<file path="config.mk">
export PLATFORM = sky130hd
export DESIGN_NAME = mpu_mem_arbiter
export DESIGN_NICKNAME = d
export VERILOG_FILES = /design/src/rtl/mpu_mem_arbiter.sv
export SDC_FILE = /design/constraint.sdc
export NUM_CORES = 1
export LEC_CHECK = 0
export ABC_AREA = 0
export BUFFER_PORTS_ARGS = -buffer_cell sky130_fd_sc_hd__buf_2
export CORE_UTILIZATION = 40
export DETAILED_ROUTE_END_ITERATION = 12
export GPL_ROUTABILITY_DRIVEN = 0
export PLACE_DENSITY = 0.7
export SYNTH_ARGS = -nofsm -noshare
export SYNTH_HDL_FRONTEND = slang
export SYNTH_SLANG_ARGS = --single-unit
</file>
<file path="constraint.sdc">
create_clock -name sys_clk -period 3.7 [get_ports sys_clk]
set_clock_uncertainty 0.05 [all_clocks]
set_input_delay 0 -clock sys_clk [delete_from_list [all_inputs] [get_ports sys_clk]]
set_output_delay 0 -clock sys_clk [all_outputs]
set_load 0.005 [all_outputs]
</file>
<file path="src/rtl/mpu_mem_arbiter.sv">
// mpu_mem_arbiter
//   Shares the single MPU program/data memory between the host loader and the
//   MPU core. Round-robin arbitration, one access per 3-cycle transaction
//   (IDLE -> ACCESS -> DONE), byte-address range checking with an error
//   acknowledge, and a host exclusive mode that locks the MPU out.
//
// Ports
//   sys_clk, sys_rst         : clock, synchronous active-high reset
//   h_req/h_we/h_addr/h_wdata: host request, direction, byte address, data
//   h_excl                   : host exclusive mode (MPU never granted)
//   h_ack/h_err/h_rdata      : host completion pulse, range error, read data
//   m_req/m_we/m_addr/m_wdata: MPU request, direction, byte address, data
//   m_ack/m_err/m_rdata      : MPU completion pulse, range error, read data
//   r_addr/r_data            : memory read port (r_data combinational)
//   we/w_addr/w_data         : memory write port (w_data[32] always 0)
module mpu_mem_arbiter #(
  parameter logic [15:0] ADDR_MAX = 16'd128,
  parameter int          RD_BYTES = 6,
  parameter int          WR_BYTES = 4
) (
  input  logic        sys_clk,
  input  logic        sys_rst,
  input  logic        h_req,
  input  logic        h_we,
  input  logic [15:0] h_addr,
  input  logic [31:0] h_wdata,
  input  logic        h_excl,
  output logic        h_ack,
  output logic        h_err,
  output logic [47:0] h_rdata,
  input  logic        m_req,
  input  logic        m_we,
  input  logic [15:0] m_addr,
  input  logic [31:0] m_wdata,
  output logic        m_ack,
  output logic        m_err,
  output logic [47:0] m_rdata,
  output logic [15:0] r_addr,
  input  logic [47:0] r_data,
  output logic        we,
  output logic [15:0] w_addr,
  output logic [32:0] w_data
);

  typedef enum logic [1:0] {
    IDLE   = 2'd0,
    ACCESS = 2'd1,
    DONE   = 2'd2
  } state_t;

  // Range checks run at 17 bits so an address near 16'hFFFF cannot wrap into range.
  localparam logic [16:0] RD_SPAN = 17'(RD_BYTES - 1);
  localparam logic [16:0] WR_SPAN = 17'(WR_BYTES - 1);
  localparam logic [16:0] LIMIT   = {1'b0, ADDR_MAX};

  state_t      r_state;
  logic        r_last_m;   // 1: last grant went to the MPU
  logic        r_gnt_m;    // owner of the transaction in flight
  logic        r_we_cap;   // captured direction
  logic        r_err;      // captured range-error flag

  logic        w_cand_m;
  logic        w_gnt_h;
  logic        w_gnt_m;
  logic        w_sel_we;
  logic [15:0] w_sel_addr;
  logic [31:0] w_sel_wdata;
  logic [16:0] w_end;
  logic        w_legal;

  // Arbitration, request mux and range check for the request about to be captured.
  always_comb begin
    w_cand_m    = m_req & ~h_excl;
    // On a tie the requester that did not win last time gets the slot.
    w_gnt_m     = w_cand_m & (~h_req | ~r_last_m);
    w_gnt_h     = h_req & ~w_gnt_m;
    w_sel_we    = 1'b0;
    w_sel_addr  = 16'h0000;
    w_sel_wdata = 32'h0000_0000;
    w_end       = 17'h0_0000;
    w_legal     = 1'b0;
    if (w_gnt_m) begin
      w_sel_we    = m_we;
      w_sel_addr  = m_addr;
      w_sel_wdata = m_wdata;
    end else begin
      w_sel_we    = h_we;
      w_sel_addr  = h_addr;
      w_sel_wdata = h_wdata;
    end
    if (w_sel_we) begin
      w_end = {1'b0, w_sel_addr} + WR_SPAN;
    end else begin
      w_end = {1'b0, w_sel_addr} + RD_SPAN;
    end
    w_legal = (w_end <= LIMIT);
  end

  // Transaction FSM with registered memory-port and requester outputs.
  // The memory-port registers double as the capture registers: they are
  // loaded at grant so they present the access during exactly the ACCESS cycle.
  always_ff @(posedge sys_clk) begin
    if (sys_rst) begin
      r_state  <= IDLE;
      r_last_m <= 1'b1;
      r_gnt_m  <= 1'b0;
      r_we_cap <= 1'b0;
      r_err    <= 1'b0;
      h_ack    <= 1'b0;
      h_err    <= 1'b0;
      h_rdata  <= 48'h0000_0000_0000;
      m_ack    <= 1'b0;
      m_err    <= 1'b0;
      m_rdata  <= 48'h0000_0000_0000;
      r_addr   <= 16'h0000;
      we       <= 1'b0;
      w_addr   <= 16'h0000;
      w_data   <= 33'h0_0000_0000;
    end else begin
      h_ack <= 1'b0;
      h_err <= 1'b0;
      m_ack <= 1'b0;
      m_err <= 1'b0;
      we    <= 1'b0;
      case (r_state)
        IDLE: begin
          if (w_gnt_h || w_gnt_m) begin
            r_gnt_m  <= w_gnt_m;
            r_last_m <= w_gnt_m;
            r_we_cap <= w_sel_we;
            r_err    <= ~w_legal;
            // Illegal accesses never reach the memory port.
            if (w_legal && w_sel_we) begin
              we     <= 1'b1;
              w_addr <= w_sel_addr;
              w_data <= {1'b0, w_sel_wdata};
            end
            if (w_legal && !w_sel_we) begin
              r_addr <= w_sel_addr;
            end
            r_state <= ACCESS;
          end
        end
        ACCESS: begin
          if (!r_we_cap && !r_err) begin
            if (r_gnt_m) begin
              m_rdata <= r_data;
            end else begin
              h_rdata <= r_data;
            end
          end
          // Ack and error become visible during DONE.
          if (r_gnt_m) begin
            m_ack <= 1'b1;
            m_err <= r_err;
          end else begin
            h_ack <= 1'b1;
            h_err <= r_err;
          end
          r_state <= DONE;
        end
        DONE: begin
          r_state <= IDLE;
        end
        default: begin
          r_state <= IDLE;
        end
      endcase
    end
  end

endmodule

</file>
==> results by group <==
STA
  • Final setup violation count: 0
  • Tmin final: 2.83 ns
  • FMAX: 0.353 GHz
  • Setup WS post-layout: 0.871 ns
  • Slew HR: 0.285
  • RSZ-0062 raised after global routing: no
  • Final Hold Vio Count: 0
  • Slew Viols, Final: 0
  • Fin crit share: 0.765
  • Least-Margin Pin Slew: 1.07 ns
  • Total Negative Setup Slacks: 0 ns

Die
  • Chip Width: 135 um
  • Die ar.: 0.0181 mm2
  • Core area: 0.0172 mm2
  • Starting Density: 0.408
  • # IOs: 317
  • Row count: 48
  • DIE HEIGHT: 135 um

Setup path
  • WS Path Type: reg -> reg
  • CP Cell Sequence: and2_1, nor2_2, buf_4, a21boi_1, o21ai_1, a221oi_2, a2111oi_4, and3_2, buf_12, o21a_1
  • Crit. End Element: flip-flop
  • Required time worst endpoint: 4.03 ns
  • Worst Path Buf+Inv: 2
  • WP data arrival: 3.15 ns
  • Crit Path Max Fanout: 36
  • Critical path's largest stage delay: 0.56 ns
  • Crit-path leading delay family: simple AND/OR/NAND/NOR gates
  • Startpoint types: flip-flop
  • Slowest cell on crit path: and3_2

Synthesis
  • Post-Syn Instances: 802
  • Main flop type after synthesis: dfxtp_1
  • Total nets after synthesis: 953
  • Async set-reset flop share out of synthesis: 0
  • Post-synthesis sequential area ratio: 0.487
  • Post-synth EDFFs: 0
  • Average size of a mapped cell: 8.77 um2
  • FF+latch count, synth: 171
  • Post-Syn Area: 0.00703 mm2
  • Synth warn: 0
  • Yosys cell types: 49

Route
  • Final WL: 21300 um
  • Post-DRT Antenna Nets: 0
  • Met3 WL post-DR: 1320 um
  • Via count: 7164
  • Wire length per cell: 15.5 um
  • Vias/cell: 5.21
  • DRC viols: 0
  • DRT met1 WL: 9060 um
  • First-pass DRT Iterations: 5
  • Highest metal used: met4
  • Met2 wire len: 10400 um
  • DRT iter0 DRCs: 367

Flow run
  • Max-Cap Viols: 0

CTS
  • H-tree depth: 4
  • Clock Latency Late Sink: 0.42 ns
  • Root Buffer: clkbuf_16
  • Post-CTS resize count: 0
  • CTS Buf Count: 17
  • Maximum clock insertion buffer count: 2
  • Clock sinks: 171
  • Clock transition at path regs: 0.07 ns
  • TritonCTS clock tree: built

Global routing
  • Initial antenna violation count: 0
  • GRT Residual Overflow: 0
  • Vias in the first global route: 6563
  • Overall routing resource usage: 0.228
  • Largest net degree at the start of global routing: 96
  • First-pass GRT wire length: 32800 um

Cells and area
  • Number of diodes: 0
  • Final #Nets: 1287
  • Layout cells sized above 1: 0.326
  • Layout Area Growth over Synthesis: 40.4%
  • Core Util, Final: 0.573
  • # fillers: 1560

Power
  • Peak supply drop: 0.293 mV
  • Leakage: 0.00446 uW
  • Pwr/cell area: 412 mW/mm2

Status
  • Status: finished, final reports clean

Placement
  • Place WS: 0.886 ns
  • Port Buffers: 315
  • Final HPWL DP: 14300 um

Min path
  • Hold Crit Class: in -> reg
## final cells by class
class	count	area (um2)	area share
flip-flops and latches	171	3420	0.347
multi-input cells	558	3310	0.335
repair buffers	386	2290	0.232
clock buffers	20	447	0.0452
well taps	225	282	0.0285
clock inverters	12	114	0.0115
inverters	2	7.51	0.000760
## report_power, final
part           total (uW)  switching (uW)  leakage [uW]  internal (uW)
sequential           1900            18.8       0.00138           1880
combinational         466             255       0.00281            210
clock                1700             748      0.000269            952
## layout by cell type (no fill, tap or decap), drive strengths merged, types with 3 or more instances in the layout
master,netlist,final
buf,23,325
nand2,202,202
dfxtp,171,171
a21oi,104,104
dlygate4sd3,0,61
o21a,48,48
a41oi,46,46
mux2i,40,40
clkbuf,48,20
nor3b,19,19
nor2,13,13
nand4,10,10
o21ai,10,10
a31oi,8,8
nor3,6,6
inv,2,6
and3,5,5
a211oi,5,5
xnor2,4,4
nand2b,4,4
and2,4,4
clkinv,0,4
xor2,3,3
nand3,3,3
clkinvlp,0,3
nor4,3,3
## cell families after synthesis
kind of cell | Yosys count | share of synthesized area
AND/OR/NAND/NOR | 275 | 0.179
other | 1 | 0.000533
buffers and inverters | 73 | 0.0450
XOR/XNOR | 7 | 0.00872
multiplexers | 40 | 0.0569
AO/OA/AOI/OAI | 235 | 0.223
flip-flops | 171 | 0.487
## Yosys cell counts (2+ instances only)
cell / instances / share of area
nand2_1: 201 / 0.11
dfxtp_1: 171 / 0.49
a21oi_1: 104 / 0.074
clkbuf_1: 48 / 0.026
o21a_1: 48 / 0.051
a41oi_1: 46 / 0.057
mux2i_1: 40 / 0.057
buf_2: 16 / 0.011
nor2_1: 12 / 0.0064
nand4_1: 10 / 0.0089
nor3b_1: 10 / 0.011
nor3b_2: 9 / 0.016
a31oi_1: 8 / 0.0071
nor3_1: 6 / 0.0043
and3_1: 5 / 0.0044
o21ai_0: 5 / 0.0036
o21ai_1: 5 / 0.0036
a211oi_1: 4 / 0.0043
and2_1: 4 / 0.0036
nand2b_1: 4 / 0.0036
xnor2_1: 4 / 0.0050
buf_1: 3 / 0.0016
nand3_1: 3 / 0.0021
nor4_1: 3 / 0.0027
xor2_1: 3 / 0.0037
and4_1: 2 / 0.0025
buf_4: 2 / 0.0021
buf_6: 2 / 0.0032
inv_1: 2 / 0.0011
o22ai_1: 2 / 0.0018
or4_1: 2 / 0.0021
## tightest hold or removal path: stages
cell	delay (ns)
buf_2	0.07
mux2i_1	0.05
a41oi_1	0.20
o21a_1	0.13
## sequential cells by signal, summed over array words and instances, names as in the netlist
| signal | cells |
|---|---|
| h_rdata | 48 |
| m_rdata | 48 |
| w_data | 32 |
| r_addr | 16 |
| w_addr | 16 |
| r_state | 2 |
| h_ack | 1 |
| h_err | 1 |
| m_ack | 1 |
| m_err | 1 |
| r_err | 1 |
| r_gnt_m | 1 |
| r_last_m | 1 |
| r_we_cap | 1 |
| we | 1 |
## per-stage QoR
stage / hold WS, ns / instances / total power, uW / cell area (um2)
after global routing: 0.0291 / 1374 / 4220 / 9870
after detailed placement: 0.206 / 1281 / 2350 / 8700
final: 0.00490 / 1374 / 4060 / 9870
after CTS: 0.000957 / 1374 / 4100 / 9870
after floorplan: 0.0860 / 802 / 2160 / 7030
after global placement: 0.203 / 1281 / 2340 / 8700
## layer usage
layer  global-route usage  vias to the layer above
met1                0.274                     3315
met5                    0                        -
met4                0.103                        0
li1                     -                     3520
met3               0.0552                       37
met2                0.387                      292
## worst paths after layout
path,from,endpoint,slack (ns),depth (start not counted)
setup / recovery,r_last_m,w_data[7],0.87,10
hold / removal,m_wdata[18],w_data[18],0.005,4
setup reg to reg,r_last_m,w_data[7],0.87,10
hold reg to reg,h_rdata[12],h_rdata[12],0.40,2
## repair_timing
item,CTS,global route
hold endpoints to repair,107,0
buffers inserted,0,0
hold buffers,61,0
(Power assumes the default switching activity.)
